## src/rtl/d3_useq_pkg.sv

```systemverilog
// Shared types and microword field layout for the D3-28 microprogram sequencer.
package d3_useq_pkg;

  typedef enum logic [2:0] {
    S_IDLE,
    S_FETCH,
    S_T1,
    S_T2,
    S_T3,
    S_T4,
    S_T5,
    S_HALT
  } state_e;

  // Bit positions within En[44:1]
  localparam int F_TGT_HI = 44;
  localparam int F_TGT_LO = 36;
  localparam int F_SEL_HI = 35;
  localparam int F_SEL_LO = 33;
  localparam int F_INV    = 32;
  localparam int F_HALT   = 31;

  localparam logic [2:0] SEL_NEVER  = 3'd0;
  localparam logic [2:0] SEL_ALWAYS = 3'd1;

  localparam int CNT_W = 8;

endpackage

```

## src/rtl/ucode_cond_mux.sv

```systemverilog
// Branch condition selector: never / always / one datapath flag, optionally inverted.
module ucode_cond_mux
  import d3_useq_pkg::*;
(
  input  logic [2:0] sel,
  input  logic       inv,
  input  logic [5:0] cond_in,
  output logic       take_branch
);

  logic [2:0] idx;
  logic       raw;

  always_comb begin
    idx = sel - 3'd2;
    raw = 1'b0;
    if (sel == SEL_ALWAYS) begin
      raw = 1'b1;
    end else if (sel != SEL_NEVER) begin
      raw = cond_in[idx];
    end
    // Inversion never turns "never branch" into a branch
    take_branch = (sel == SEL_NEVER) ? 1'b0 : (raw ^ inv);
  end

endmodule

```

## src/rtl/ucode_seq.sv

```systemverilog
// Microprogram sequencer: ROM fetch handshake, microword register, t1n..t5n strobes
// and next-microaddress selection, under run/step/halt panel control.
module ucode_seq
  import d3_useq_pkg::*;
#(
  parameter int          AW         = 9,
  parameter int unsigned RESET_ADDR = 0,
  parameter int          TIMEOUT    = 15
) (
  input  logic          main_clk,
  input  logic          res_n,
  input  logic          run,
  input  logic          step,
  input  logic [5:0]    cond_in,
  input  logic [43:0]   rom_data,
  input  logic          rom_ack,
  output logic          rom_req,
  output logic [AW-1:0] rom_addr,
  output logic [44:1]   En,
  output logic          t1n,
  output logic          t2n,
  output logic          t3n,
  output logic          t4n,
  output logic          t5n,
  output logic          busy,
  output logic          halted,
  output logic          fault
);

  localparam logic [CNT_W-1:0] CNT_LAST = CNT_W'(TIMEOUT - 1);
  localparam logic [AW-1:0]    UPC_RST  = AW'(RESET_ADDR);

  state_e           state_q, state_d;
  logic [AW-1:0]    upc_q, upc_d;
  logic [44:1]      en_q, en_d;
  logic [CNT_W-1:0] cnt_q, cnt_d;
  logic             step_q, step_d;
  logic             fault_q, fault_d;
  logic             take_branch;

  ucode_cond_mux u_cond (
    .sel         (en_q[F_SEL_HI:F_SEL_LO]),
    .inv         (en_q[F_INV]),
    .cond_in     (cond_in),
    .take_branch (take_branch)
  );

  always_ff @(posedge main_clk) begin
    if (!res_n) begin
      state_q <= S_IDLE;
      upc_q   <= UPC_RST;
      en_q    <= '0;
      cnt_q   <= '0;
      step_q  <= 1'b0;
      fault_q <= 1'b0;
    end else begin
      state_q <= state_d;
      upc_q   <= upc_d;
      en_q    <= en_d;
      cnt_q   <= cnt_d;
      step_q  <= step_d;
      fault_q <= fault_d;
    end
  end

  always_comb begin
    state_d = state_q;
    upc_d   = upc_q;
    en_d    = en_q;
    cnt_d   = cnt_q;
    step_d  = step_q;
    fault_d = fault_q;
    unique case (state_q)
      S_IDLE: begin
        cnt_d = '0;
        if (run) begin
          state_d = S_FETCH;
          step_d  = 1'b0;
        end else if (step) begin
          state_d = S_FETCH;
          step_d  = 1'b1;
        end
      end
      S_FETCH: begin
        // An ack on the same edge as the limit still wins
        if (rom_ack) begin
          en_d    = rom_data;
          cnt_d   = '0;
          state_d = S_T1;
        end else if (cnt_q == CNT_LAST) begin
          fault_d = 1'b1;
          cnt_d   = '0;
          state_d = S_HALT;
        end else begin
          cnt_d = cnt_q + 1'b1;
        end
      end
      S_T1: state_d = S_T2;
      S_T2: state_d = S_T3;
      S_T3: state_d = S_T4;
      S_T4: state_d = S_T5;
      S_T5: begin
        upc_d = take_branch ? en_q[F_TGT_LO +: AW] : upc_q + AW'(1);
        if (en_q[F_HALT]) begin
          state_d = S_HALT;
          step_d  = 1'b0;
        end else if (step_q) begin
          state_d = S_IDLE;
          step_d  = 1'b0;
        end else if (!run) begin
          state_d = S_IDLE;
        end else begin
          state_d = S_FETCH;
        end
      end
      S_HALT: if (!run) state_d = S_IDLE;
      default: state_d = S_IDLE;
    endcase
  end

  assign rom_req  = (state_q == S_FETCH);
  assign rom_addr = upc_q;
  assign En       = en_q;
  assign t1n      = (state_q != S_T1);
  assign t2n      = (state_q != S_T2);
  assign t3n      = (state_q != S_T3);
  assign t4n      = (state_q != S_T4);
  assign t5n      = (state_q != S_T5);
  assign busy     = (state_q != S_IDLE) && (state_q != S_HALT);
  assign halted   = (state_q == S_HALT);
  assign fault    = fault_q;

endmodule

```

## config.mk

```make
export PLATFORM = sky130hd
export DESIGN_NAME = ucode_seq
export DESIGN_NICKNAME = d
export VERILOG_FILES = /design/src/rtl/d3_useq_pkg.sv /design/src/rtl/ucode_cond_mux.sv /design/src/rtl/ucode_seq.sv
export SDC_FILE = /design/constraint.sdc
export NUM_CORES = 1
export LEC_CHECK = 0
export CORE_UTILIZATION = 25
export CTS_BUF_LIST = sky130_fd_sc_hd__clkbuf_4 sky130_fd_sc_hd__clkbuf_8
export DETAILED_ROUTE_END_ITERATION = 10
export PLACE_DENSITY = 0.57
export SYNTH_ARGS = -nofsm -noshare
export SYNTH_HDL_FRONTEND = slang
export SYNTH_HIERARCHICAL = 1
export SYNTH_SLANG_ARGS = --single-unit
```

## constraint.sdc

```tcl
create_clock -name main_clk -period 1.9 [get_ports main_clk]
set_input_delay 0.19 -clock main_clk [delete_from_list [all_inputs] [get_ports main_clk]]
set_output_delay 0.19 -clock main_clk [all_outputs]
set_load 0.1 [all_outputs]
```

==> impl_metrics.py, run 1 <==
metrics = {
    "run_status": {
        "status": "completed",
    },
    "pwr": {
        "switching_share_pct": 38.9,
        "pwr-share-seq_pct": 34.0,
        "p_switching_mw": 1.78,
        "cellPowerDensity_nw_per_um2": 1020,
        "p_comb_share_pct": 36.2,
        "peakVddDrop_mv": 0.506,
        "clockPowerShare_pct": 29.8,
        "p_leak_nw": 1.73,
        "p_int_mw": 2.80,
    },
    "clock_tree": {
        "cts_setup_buffers": 0,
        "cts.sinks": 66,
        "cts_root_buf": "clkbuf_8",
        "clk_pin_slew_ps": 80,
        "numCtsBuffers": 9,
        "htreeDepth": 3,
        "cts_tree": "yes",
        "insertion_delay_ps": 340,
        "clk_path_buf_depth": 2,
    },
    "sta": {
        "fin_crit_sh_pct": 99.2,
        "hold_viol": 0,
        "rsz0062_at_grt": "yes",
        "skew_ps": 9.47,
        "max_slew.worst_pin.slew_ps": 413,
        "finalSetupViolations": 0,
        "hold_slack_ps": 382,
        "max_freq_mhz": 531,
        "drv_slew": 0,
        "fin_ws_ps": 15.0,
        "relSlewSlack_pct": 72.5,
        "period_needed_ps": 1890,
    },
    "worst_setup_path": {
        "crit_type": "reg2reg",
        "critPathTopFamily": "multiplexers",
        "worstPathArrival_ps": 2120,
        "crit_cells": 7,
        "worstPathRequired_ps": 2140,
        "slowest_delay_ps": 390,
        "cp_slowest_cell": "dfxtp_4",
        "reg2reg_depth": 7,
        "critPathCaptureType": "flop",
        "critPathMaxFanout": 6,
        "path_cells": "mux2i_1, nand3b_1, nand3_2, mux2_4, nor4_2, o21ai_1, o2111a_1",
        "cp_num_buf_inv": 0,
        "start_kind": "flop",
    },
    "logic_synthesis": {
        "ys_ff_latch": 66,
        "syn_area_per_cell_sq_um": 8.24,
        "async_reset_ff_share_pct": 0,
        "synth_area_sq_um": 2900,
        "synthCells": 352,
        "synth_edf_count": 0,
        "synthesis.nets": 410,
        "synthDistinctLibCells": 53,
        "ys_seq_area_share_pct": 45.5,
        "yosysWarnings": 6,
        "synth_ff_type": "dfxtp_1",
    },
    "final_layout": {
        "layout.nets": 529,
        "utilization_pct": 40.6,
        "final_cell_area_sq_um": 4500,
        "layout_common_cells": "nand2_1, buf_4, dfxtp_1",
        "seqCellArea_sq_um": 1330,
        "final_common_cell": "nand2_1",
        "antenna-diode-count": 0,
        "drive_above_1_share_pct": 26.5,
        "syn_to_final_growth_pct": 54.9,
        "final_cell_count_no_fill": 616,
        "nFillCells": 1120,
        "multi_input_area_sq_um": 1500,
    },
    "grt": {
        "antenna_found_initial": 0,
        "grt_pass1_wl_um": 13000,
        "grt_max_degree": 47,
        "grt_pass1_vias": 2663,
        "gr-total-overflow": 0,
        "grt_util_all_layers_pct": 14.0,
    },
    "die": {
        "rows": 38,
        "die_w_um": 110,
        "die_h_um": 110,
        "num_io_pins": 117,
        "core_area_sq_um": 11100,
        "initial_utilization_pct": 26.2,
        "die_area_sq_um": 12000,
    },
    "route": {
        "vias": 2879,
        "via_per_inst": 4.67,
        "wl_per_cell_um": 13.5,
        "drt_pass1_iterations": 4,
        "drt_iter0_markers": 72,
        "drt.antenna.violating_nets": 0,
        "drc": 0,
        "wirelength_um": 8330,
    },
    "placed_design": {
        "dpl_cell_area_sq_um": 4200,
        "dp_slack_ps": -78.3,
        "port_buffers": 116,
        "place_inst": 599,
        "hpwl_um": 5810,
        "gp_congestion": 0.761,
    },
    "run": {
        "max-cap-violations": 0,
    },
    "hold_path": {
        "hp-class": "in2reg",
        "min_path_cells": 3,
    },
}
-- power by group through the flow --
stage	combinational, mW	sequential (mW)	clock [mW]
after floorplan	0.650	2.11	0
after global placement	1.64	1.59	0
after detailed placement	1.65	1.59	0
after CTS	1.65	1.56	1.42
after global routing	1.75	1.57	1.47
final	1.66	1.56	1.37
-- layout make-up --
cell class / instances / share of cell area [%]
clock buffer: 11 / 3.23
tap: 140 / 3.90
timing repair buffer: 128 / 27.5
inverter: 6 / 0.557
multi-input combinational: 260 / 33.3
clock inverter: 5 / 1.92
sequential: 66 / 29.6
-- synthesized netlist by cell type (3+ instances only) --
| cell type | n | area share [%] |
|---|---|---|
| buf_4 | 4 | 1.0 |
| nand3_1 | 10 | 1.7 |
| a21oi_1 | 52 | 9.0 |
| xor2_1 | 5 | 1.5 |
| ha_1 | 3 | 1.3 |
| nor2_1 | 18 | 2.3 |
| dfxtp_1 | 66 | 46 |
| inv_1 | 4 | 0.52 |
| mux2i_1 | 5 | 1.7 |
| a31oi_1 | 5 | 1.1 |
| nand2_1 | 101 | 13 |
| o21ai_0 | 6 | 1.0 |
| buf_2 | 7 | 1.2 |
| nand2b_1 | 3 | 0.65 |
| and3_1 | 6 | 1.3 |
| clkbuf_1 | 5 | 0.65 |
| nand3b_1 | 4 | 1.0 |
| buf_6 | 4 | 1.6 |
-- flip-flops by register name, indices dropped and copies added, names as in the netlist --
register	count
En	44
fault	1
rom_addr	9
cnt_q	8
state_q	3
step_q	1
-- per-stage QoR --
step	power, mW	TNS [ps]
floorplan	2.76	-440
global route	4.80	-46.2
detailed placement	3.24	-364
finish	4.58	0
CTS	4.62	0
global placement	3.22	-47.8
-- worst reg2reg max path, delay by kind of cell, from the launching register on --
kind / cells / cell delay (ps)
and+or+nand+nor: 3 / 550
DFF: 1 / 390
AOI/OAI and AO/OA: 2 / 250
muxes: 2 / 590
-- cell families after synthesis --
| family | Yosys count | synth area share [%] |
|---|---|---|
| simple gates | 163 | 26.4 |
| compound gates | 80 | 17.0 |
| flops | 66 | 45.5 |
| buf+inv | 27 | 5.43 |
| xor+xnor | 7 | 2.11 |
| mux | 6 | 2.24 |
| fa+ha+maj | 3 | 1.29 |
-- final timing paths --
| check | endpoint | slack (ps) | startpoint |
|---|---|---|---|
| max | rom_addr[7]$_SDFFE_PN0P_ | 10 | En[33]$_SDFFE_PN0P_ |
| min | En[39]$_SDFFE_PN0P_ | 380 | rom_data[38] |
| max reg2reg | rom_addr[7]$_SDFFE_PN0P_ | 10 | En[33]$_SDFFE_PN0P_ |
| min reg2reg | En[26]$_SDFFE_PN0P_ | 460 | En[26]$_SDFFE_PN0P_ |
-- layer usage --
metal | wire length, um | vias to the layer above | GRT usage, %
li1 | - | 1444 | -
met1 | 3660 | 1343 | 16.9
met5 | 0 | - | 0
met3 | 625 | 11 | 4.56
met4 | 101 | 0 | 4.86
met2 | 3950 | 81 | 23.1
-- repair_timing --
| action | CTS | global route |
|---|---|---|
| resized for setup | 0 | 13 |
| setup endpoints to repair | 0 | 9 |
| hold buffers | 0 | 0 |
| endpoints found under the hold margin | 0 | 0 |
Power figures use the tool's default switching activity.
==> run 2: changes to the inputs <==
Settings changed: CORE_MARGIN set to 3.
==> impl_metrics.py, run 2 (synthesis gave the netlist of run 1 again) <==
metrics = {
    "run_status": {
        "status": "completed",
    },
    "clock_tree": {
        "numCtsBuffers": 9,
        "htreeDepth": 3,
        "cts_root_buf": "clkbuf_8",
        "cts_setup_buffers": 0,
        "clk_path_buf_depth": 2,
        "insertion_delay_ps": 350,
        "cts_tree": "yes",
        "cts.sinks": 66,
        "clk_pin_slew_ps": 90,
        "holdBufCountCts": 0,
    },
    "pwr": {
        "peakVddDrop_mv": 0.525,
        "p_comb_share_pct": 35.3,
        "p_int_mw": 2.79,
        "p_switching_mw": 1.79,
        "cellPowerDensity_nw_per_um2": 1020,
        "clockPowerShare_pct": 30.0,
        "p_leak_nw": 1.73,
        "pwr-share-seq_pct": 34.7,
        "switching_share_pct": 39.0,
    },
    "route": {
        "drt_pass1_iterations": 4,
        "drt_iter0_markers": 92,
        "vias": 2875,
        "via_per_inst": 4.67,
        "drt.antenna.violating_nets": 0,
        "wirelength_um": 8510,
        "wl_per_cell_um": 13.8,
        "drc": 0,
    },
    "final_layout": {
        "nFillCells": 1152,
        "final_cell_count_no_fill": 616,
        "final_common_cell": "nand2_1",
        "layout_common_cells": "nand2_1, buf_4, dfxtp_1",
        "antenna-diode-count": 0,
        "drive_above_1_share_pct": 26.1,
        "largest_reg_flops": 44,
        "syn_to_final_growth_pct": 54.1,
        "multi_input_area_sq_um": 1480,
        "seqCellArea_sq_um": 1330,
        "layout.nets": 529,
    },
    "sta": {
        "period_needed_ps": 1850,
        "max_freq_mhz": 541,
        "hold_slack_ps": 379,
        "rsz0062_at_grt": "yes",
        "skew_ps": 10.4,
        "finalSetupViolations": 0,
        "drv_slew": 0,
        "relSlewSlack_pct": 45.4,
        "hold_viol": 0,
        "fin_crit_sh_pct": 97.3,
        "max_slew.worst_pin.slew_ps": 818,
    },
    "worst_setup_path": {
        "cp_slowest_cell": "dfxtp_4",
        "r2r_start": "En[33]$_SDFFE_PN0P_",
        "reg2reg_depth": 7,
        "crit_type": "reg2reg",
        "reg2reg_to": "rom_addr[5]$_SDFFE_PN0P_",
        "slowest_delay_ps": 390,
        "rrSetupSlack_ps": 50,
        "worstPathRequired_ps": 2160,
        "cp_num_buf_inv": 1,
        "critPathMaxFanout": 8,
        "critPathCaptureType": "flop",
        "critPathTopFamily": "multiplexers",
        "start_kind": "flop",
        "worstPathArrival_ps": 2110,
        "path_cells": "mux2i_1, nand3b_1, nand3_2, mux2_4, buf_4, o21a_1, o32ai_2",
    },
    "hold_path": {
        "hp-class": "in2reg",
        "hold_path.startpoint": "rom_data[42]",
        "whs_endpoint": "En[43]$_SDFFE_PN0P_",
        "min_path_cells": 3,
    },
    "placed_design": {
        "port_buffers": 116,
        "gp_congestion": 0.783,
        "place_inst": 599,
        "hpwl_um": 5950,
    },
    "die": {
        "num_io_pins": 117,
        "die_w_um": 114,
        "die_h_um": 114,
        "die_area_sq_um": 12900,
        "core_area_sq_um": 11100,
        "rows": 38,
        "initial_utilization_pct": 26.2,
    },
    "run": {
        "max-cap-violations": 0,
    },
    "grt": {
        "grt_pass1_wl_um": 13600,
        "grt_max_degree": 45,
        "grt_util_all_layers_pct": 12.9,
        "grt_pass1_vias": 2810,
        "antenna_found_initial": 0,
        "gr-total-overflow": 0,
    },
}
run 2: cell types whose count changed in the layout (fill, tap and decap cells not counted), moves of 2 or more:
cell,delta
buf_4,+2
dfxtp_1,-2
dfxtp_2,+2
nor4_2,-2
o21ai_0,+2
run 2: power groups by stage:
stage                     combinational (mW)  sequential (mW)  clock [mW]
final                                   1.62             1.59        1.38
after CTS                               1.62             1.59        1.42
after global routing                    1.71             1.60        1.48
after detailed placement                1.62             1.62           0
after global placement                  1.60             1.61           0
after floorplan                        0.650             2.11           0
run 2: timing repair:
action                                  in CTS  in global routing
pin swaps                                    0                  0
gates resized for setup                      1                  7
gates cloned                                 0                  1
endpoints found under the setup margin       1                  4
run 2: worst register-to-register path, stage by stage, from the launching register on:
cell      delay [ps]
dfxtp_4          390
mux2i_1          200
nand3b_1         120
nand3_2          140
mux2_4           380
buf_4            180
o21a_1           190
o32ai_2          180
run 2: final cells by class:
| type | instances | share of cell area [%] |
|---|---|---|
| inverters | 6 | 0.560 |
| multi-input cells | 260 | 33.2 |
| repair buffers | 128 | 27.3 |
| well taps | 140 | 3.92 |
| clock inverters | 5 | 1.93 |
| flip-flops and latches | 66 | 29.8 |
| clock buffers | 11 | 3.25 |
run 2: how the worst max path moves through the flow:
| stage | startpoint | end | cells after the start |
|---|---|---|---|
| 6_report | En[33]$_SDFFE_PN0P_ | rom_addr[5]$_SDFFE_PN0P_ | 7 |
| 5_1_grt | En[33]$_SDFFE_PN0P_ | rom_addr[5]$_SDFFE_PN0P_ | 7 |
| 4_1_cts | state_q[0]$_SDFFE_PN0P_ | t5n | 5 |
| 3_5_place_dp | cond_in[0] | rom_addr[7]$_SDFFE_PN0P_ | 8 |
| 3_3_place_gp | cond_in[3] | rom_addr[5]$_SDFFE_PN0P_ | 8 |
| 2_1_floorplan | En[33]$_SDFFE_PN0P_ | rom_addr[2]$_SDFFE_PN0P_ | 8 |
run 2: per-layer routing:
metal | global-route usage [%] | share of wire (%)
met4 | 5.61 | 2.3
met1 | 17.0 | 46
met2 | 20.1 | 45
met3 | 3.18 | 6.1
met5 | 0 | 0
run 2: per-stage QoR:
step	TNS [ps]	area (sq um)	utilization, %	setup WS, ps	total power [mW]
2_1_floorplan	-440	2930	-	-113	2.76
3_3_place_gp	-66.5	4190	37.8	-35.2	3.22
3_5_place_dp	-553	4190	37.8	-105	3.23
4_1_cts	0	4420	39.9	52.8	4.62
5_1_grt	-92.6	4470	40.4	-38.2	4.80
6_report	0	4470	40.4	50.4	4.58
